[src/rtl/demux2way32_stream.sv]
`default_nettype none
// ============================================================================
// Module      : demux2way32_stream
// Description : 1-to-2 router for 32-bit words. Each accepted word is queued
//               into the FIFO of output A (sel=0) or output B (sel=1), so a
//               stalled consumer on one side never blocks the other side.
// Revision    : 1.0 - initial release
// ============================================================================
module demux2way32_stream #(
    parameter int DEPTH = 2,   // entries per output FIFO, power of two, >= 2
    parameter int LVLW  = 2    // level width, must hold the value DEPTH
) (
    input  logic            clk,
    input  logic            reset_n,
    input  logic            in_valid,
    output logic            in_ready,
    input  logic [31:0]     in_data,
    input  logic            in_sel,
    output logic            a_valid,
    input  logic            a_ready,
    output logic [31:0]     a_data,
    output logic [LVLW-1:0] a_level,
    output logic            b_valid,
    input  logic            b_ready,
    output logic [31:0]     b_data,
    output logic [LVLW-1:0] b_level
);

    localparam int              c_PTR_W = (DEPTH > 1) ? $clog2(DEPTH) : 1;
    localparam logic [LVLW-1:0] c_FULL  = LVLW'(DEPTH);

    // Per-channel views: index 0 is output A, index 1 is output B.
    logic [1:0]      w_sink_ready;
    logic [1:0]      w_not_full;
    logic [1:0]      w_valid;
    logic [31:0]     w_head  [2];
    logic [LVLW-1:0] w_level [2];

    assign w_sink_ready = {b_ready, a_ready};

    for (genvar ch = 0; ch < 2; ch++) begin : g_chan
        localparam logic c_SEL = (ch == 1);

        logic [31:0]        r_mem [DEPTH];
        logic [c_PTR_W-1:0] r_wptr;
        logic [c_PTR_W-1:0] r_rptr;
        logic [LVLW-1:0]    r_level;
        logic               w_push;
        logic               w_pop;

        // Fullness looks only at the registered level: a pop in the same
        // cycle does not open a slot, which keeps in_ready free of any path
        // from the sink-side ready inputs.
        assign w_not_full[ch] = (r_level != c_FULL);
        assign w_valid[ch]    = (r_level != '0);
        assign w_push         = in_valid && (in_sel == c_SEL) && w_not_full[ch];
        assign w_pop          = w_valid[ch] && w_sink_ready[ch];
        // Head is forced to zero while empty so stale storage never leaks out.
        assign w_head[ch]     = w_valid[ch] ? r_mem[r_rptr] : '0;
        assign w_level[ch]    = r_level;

        // Pointer and occupancy tracking; pointers wrap naturally at DEPTH.
        always_ff @(posedge clk) begin
            if (!reset_n) begin
                r_wptr  <= '0;
                r_rptr  <= '0;
                r_level <= '0;
            end else begin
                if (w_push) begin
                    r_wptr <= r_wptr + 1'b1;
                end
                if (w_pop) begin
                    r_rptr <= r_rptr + 1'b1;
                end
                case ({w_push, w_pop})
                    2'b10:   r_level <= r_level + 1'b1;
                    2'b01:   r_level <= r_level - 1'b1;
                    default: r_level <= r_level;
                endcase
            end
        end

        // Word storage; contents need no reset because the head is masked
        // whenever the level is zero.
        always_ff @(posedge clk) begin
            if (reset_n && w_push) begin
                r_mem[r_wptr] <= in_data;
            end
        end
    end

    assign in_ready = in_sel ? w_not_full[1] : w_not_full[0];

    assign a_valid  = w_valid[0];
    assign a_data   = w_head[0];
    assign a_level  = w_level[0];
    assign b_valid  = w_valid[1];
    assign b_data   = w_head[1];
    assign b_level  = w_level[1];

endmodule
`default_nettype wire

[config.mk]
export PLATFORM = sky130hd
export DESIGN_NAME = demux2way32_stream
export DESIGN_NICKNAME = d
export VERILOG_FILES = /design/src/rtl/demux2way32_stream.sv
export SDC_FILE = /design/constraint.sdc
export NUM_CORES = 1
export LEC_CHECK = 0
export ABC_AREA = 0
export ABC_CLOCK_PERIOD_IN_PS = 10900
export CORE_ASPECT_RATIO = 1.5
export CORE_MARGIN = 2
export CORE_UTILIZATION = 55
export DETAILED_ROUTE_END_ITERATION = 8
export PLACE_DENSITY = 0.85
export SLEW_MARGIN = 5
export SYNTH_ARGS = -nofsm -noshare
export SYNTH_HDL_FRONTEND = slang
export SYNTH_SLANG_ARGS = --single-unit
[constraint.sdc]
create_clock -name clk -period 10.9 [get_ports clk]
set_clock_uncertainty 0.2 [all_clocks]
set_input_delay 2.725 -clock clk [delete_from_list [all_inputs] [get_ports clk]]
set_output_delay 2.725 -clock clk [all_outputs]
set_load 0.05 [all_outputs]
# Word level (Yosys, flattened, before mapping)
# Memory sizes are Yosys's and may differ from the RTL's. A register that Yosys moved wholly into a read port is not among the register bits.
# Index checks and enable logic that the tools add are counted.
classes:
  n_addsub: 8
  n_eq_ne: 6
  mux: 13
  n_bitwise: 1
  reduce_logical: 12
ops:
  columns: ["op", "count"]
  rows:
  - ["32-bit two-way mux", 2]
  - ["1-bit two-way mux", 9]
  - ["1-bit logical AND", 8]
  - ["2-bit case mux with 2 select lines", 2]
  - ["2-bit nonzero test", 4]
  - ["1-bit adder (second input constant)", 4]
  - ["2-bit by 1-bit adder with 2-bit output (second input constant)", 2]
  - ["2-bit by 1-bit equality test with 1-bit output (second input constant)", 2]
  - ["2-bit equality test (second input constant)", 2]
  - ["2-bit != test (second input constant)", 2]
  - ["2-bit by 1-bit subtractor with 2-bit output (second input constant)", 2]
  - ["1-bit NOT", 1]
totals:
  register_bits: 8
  ramBits: 128
  input_bits: 38
  out_inout_bits: 71
  elab_cells: 48
  mem_count: 2
mem_list:
  columns: ["name", "depth", "width", "rd", "rd_clocked_by_memory_dff", "write_ports", "line_no", "rtl"]
  rows:
  - ["g_chan[0].r_mem", 2, 32, 1, 1, 1, "44", "logic [31:0] r_mem [DEPTH];"]
  - ["g_chan[1].r_mem", 2, 32, 1, 1, 1, "44", null]

# Depth between registers and ports, before layout
depth:
  ltp_word: 6
  mapped_depth: 6
  depth_no_buf: 6

# Worst setup path before layout
# OpenSTA, ideal clock, no wires.
synth_path:
  path_type: "input to register"
  startpoint: "input reset_n"
  endpoint: "memory g_chan[0].r_mem[1][0], enable pin"
  setup_time_ns: 0.513
  arrival_ns: 6.187
  required_time_ns: 10.187
  path_slack_ns: 4.000
  cell_stages: 2
  cell_sequence: "nand2_1 > nor4b_1"
synth_between:
  elab_chain_len: 3
synth_rtl:
  columns: ["item", "line_no", "rtl"]
  rows:
  - ["start, declared", "14", "input logic reset_n,"]
  - ["1-bit logical AND", "86", "if (reset_n && w_push) begin"]
  - ["1-bit two-way mux", "86", null]
  - ["1-bit two-way mux (not written as such)", "87", "r_mem[r_wptr] <= in_data;"]
  - ["end, declared", "44", null]
# Every way passes these cells.

# Final worst setup path
layout_path:
  startpoint: "input in_sel"
  endpoint: "output in_ready"
layout_between:
  elab_chain_len: 1
layout_rtl:
  columns: ["item", "line_no", "rtl"]
  rows:
  - ["start, declared", "18", "input logic in_sel,"]
  - ["1-bit two-way mux", "92", "assign in_ready = in_sel ? w_not_full[1] : w_not_full[0];"]
  - ["end, declared", "16", "output logic in_ready,"]
# Every way passes these cells.

==> results.md <==
* Outcome: finished, final reports clean
* DR WL met2 at 6.03 mm
* Worst r2r dst: g_chan[1].r_mem[0][10]$_DFFE_PP_
* Synth warn at 0
* Die area at 0.0105 mm2
* Max Used Layer: met4
* Largest area contributor in the netlist: edfxtp_1
* H-tree levels at 4
* Hold path startpoint: g_chan[1].r_wptr$_SDFFE_PN0P_
* Setup TNS at 0 ns
* CTS Sinks at 138
* Count of cell types in the netlist at 24
* First-pass GRT wire length at 16.5 mm
* Startpoint type of the worst setup path: primary input
* Boundary Pins at 109
* Layout area overhead at 32.5%
* R2r setup slk at 8.47 ns
* GR Util All Layers at 21.2%
* CTS tree: yes
* Most common cell after layout, fill and taps aside: edfxtp_1
* Final Cycle Share at 67.0%
* CP required at 7.98 ns
* DRT Wirelength at 10.6 mm
* Largest net degree at the start of global routing at 34
* CTS Hold Buffers Added at 0
* Cell Area, Synth at 0.00530 mm2
* Detailed placer's ending HPWL at 6.39 mm
* Antenna-violating nets left at 0
* PD cells at 284 mW/mm2
* Worst Tran Pin Value at 1.10 ns
* Yosys reg bits at 138
* Clock Latency Late Sink at 0.41 ns
* Final hold vios at 0
* Row count at 43
* Maxcap violations at 0
* Tmin final at 7.31 ns
* Slew Viols, Final at 0
* Reg-to-Reg Start: b_level[0]$_SDFFE_PN0P_
* Nets at 482
* Cells after Synth at 326
* Highest-count cells in the layout ignoring fill and taps: 128 x edfxtp_1, 108 x clkdlybuf4s50_1, 65 x mux2i_1, 64 x nor2_1, 17 x clkbuf_16
* Initial Utilization at 57.0%
* Hold Path Depth at 1
* Initial DRC count at 168
* Core Box Area at 0.00931 mm2
* Root Buffer: clkbuf_16
* Worst rel slew slack at 26.7%
* Initial antenna violation count at 1
* Reg2Reg Depth at 3
* Fraction of the yosys area taken by sequential cells at 76.2%
* Lkg Pwr at 0.00232 uW
* Final Setup Violations at 0
* M1 wire length at 3.79 mm
* Port Buffers at 108
* Width of the die at 84.2 um
* Worst ir drop on vdd at 0.207 mV
* Die Ht at 124 um
* Routed vias/inst at 5.39
* Vias in the first global route at 3272
* RePlAce Congestion at 0.752
* GRT overflow at 0
* Worst setup EP type: primary output
* Critical Path Fanout Max at 6
* Setup bufs post-CTS at 0
* Finished Layout Cells at 568
* Syn Nets at 366
* Cts bufs inserted at 17
* Met3 WL at 576 um
* RSZ-0062 raised after global routing: no
* CP arrival at 4.38 ns
* Post-CTS sizing at 0
* Post-route DRC violation count at 0
* Yosys top cell area share at 72.5%
* Top post-synthesis cells by area: edfxtp_1 72%, mux2i_1 12%, nor2_1 4.8%
* Share of layout cells above drive strength 1 at 8.13%
* Worst-path clk slew at 0.05 ns
* Hold endpoint: g_chan[1].r_wptr$_SDFFE_PN0P_
* Via count at 3061
* DR pass1 iterations at 4
* Worst Hold Class: reg -> reg
* Achievable Freq at 137 MHz
* Placed cells at 535
* Maximum clock path buffer count at 2
* Avg Cell Area, Syn at 16.3 um2
* DR WL/cell at 18.6 um
* WS Path Type: in -> out
power breakdown:
part           internal, uW  leakage (uW)  switching [uW]  total (uW)
clock                   308      0.000251             189         497
combinational           283      0.000828             543         826
sequential              612       0.00125            65.1         677
total                  1200       0.00232             797        2000
registers in the layout (all words and copies together), names as in the netlist, named ones only:
register and count:
g_chan.r_wptr 2, g_chan.r_mem 128, b_level 2, a_level 2, g_chan.r_rptr 2
kinds of logic (layout without fill, tap and decap cells):
family	count (synthesis)	in the layout	synth area share, %
adder cells (fa/ha/maj)	2	2	0.472
AND/OR/NAND/NOR	86	86	7.01
XOR/XNOR	6	6	0.991
multiplexers	65	65	12.3
flip-flops	138	138	76.2
other	0	1	0
buffers and inverters	21	150	2.05
AO/OA/AOI/OAI	8	8	0.967
critical path, stage by stage:
cell             delay (ns)
clkdlybuf4s50_1        0.62
mux2i_1                0.22
clkdlybuf4s50_1        0.82
how the worst max path moves through the flow:
stage | from | end | slack, ns
floorplan | reset_n | g_chan[0].r_mem[1][0]$_DFFE_PP_ | 4.00
global placement | in_sel | in_ready | 3.61
detailed placement | in_sel | in_ready | 3.59
CTS | in_sel | in_ready | 3.59
global route | in_sel | in_ready | 3.52
finish | in_sel | in_ready | 3.59
cell type report:
| cell class | count | area [um2] |
|---|---|---|
| Antenna cell | 1 | 2.50 |
| Clock buffer | 21 | 440 |
| Clock inverter | 11 | 80.1 |
| Fill cell | 565 | 2280 |
| Inverter | 6 | 22.5 |
| Multi-Input combinational cell | 167 | 1180 |
| Sequential cell | 138 | 4050 |
| Tap cell | 112 | 140 |
| Timing Repair Buffer | 112 | 1110 |
through the flow:
stage / hold slack [ns] / util (%) / worst slack [ns] / power [uW] / instance area [um2]
4_1_cts: 0.338 / 75.5 / 3.59 / 2010 / 7020
3_3_place_gp: 0.299 / 69.9 / 3.61 / 1510 / 6500
5_1_grt: 0.367 / 75.5 / 3.52 / 2070 / 7030
2_1_floorplan: 0.250 / - / 4.00 / 1240 / 5300
3_5_place_dp: 0.326 / 69.9 / 3.59 / 1520 / 6500
6_report: 0.335 / 75.5 / 3.59 / 2000 / 7030
metal layers:
| metal | vias up | global-route usage (%) |
|---|---|---|
| met3 | 12 | 7.22 |
| met1 | 1532 | 22.1 |
| li1 | 1429 | - |
| met2 | 88 | 39.0 |
| met5 | - | 0 |
| met4 | 0 | 7.21 |
Yosys cell counts:
library cell / instances
nand3_1: 1
ha_1: 2
nand4_1: 1
nor4_1: 1
edfxtp_1: 128
or3_1: 2
mux2i_1: 65
nand2_1: 1
nor4b_1: 1
nand2b_1: 1
o2bb2ai_1: 1
buf_4: 5
xnor2_1: 6
a21boi_1: 2
clkbuf_1: 1
nor2b_1: 1
a21o_1: 1
inv_1: 6
or3b_4: 1
buf_2: 9
o21ai_0: 4
nor2_1: 68
and2_1: 8
dfxtp_1: 10
No activity file was read; power rests on OpenSTA's default activity.
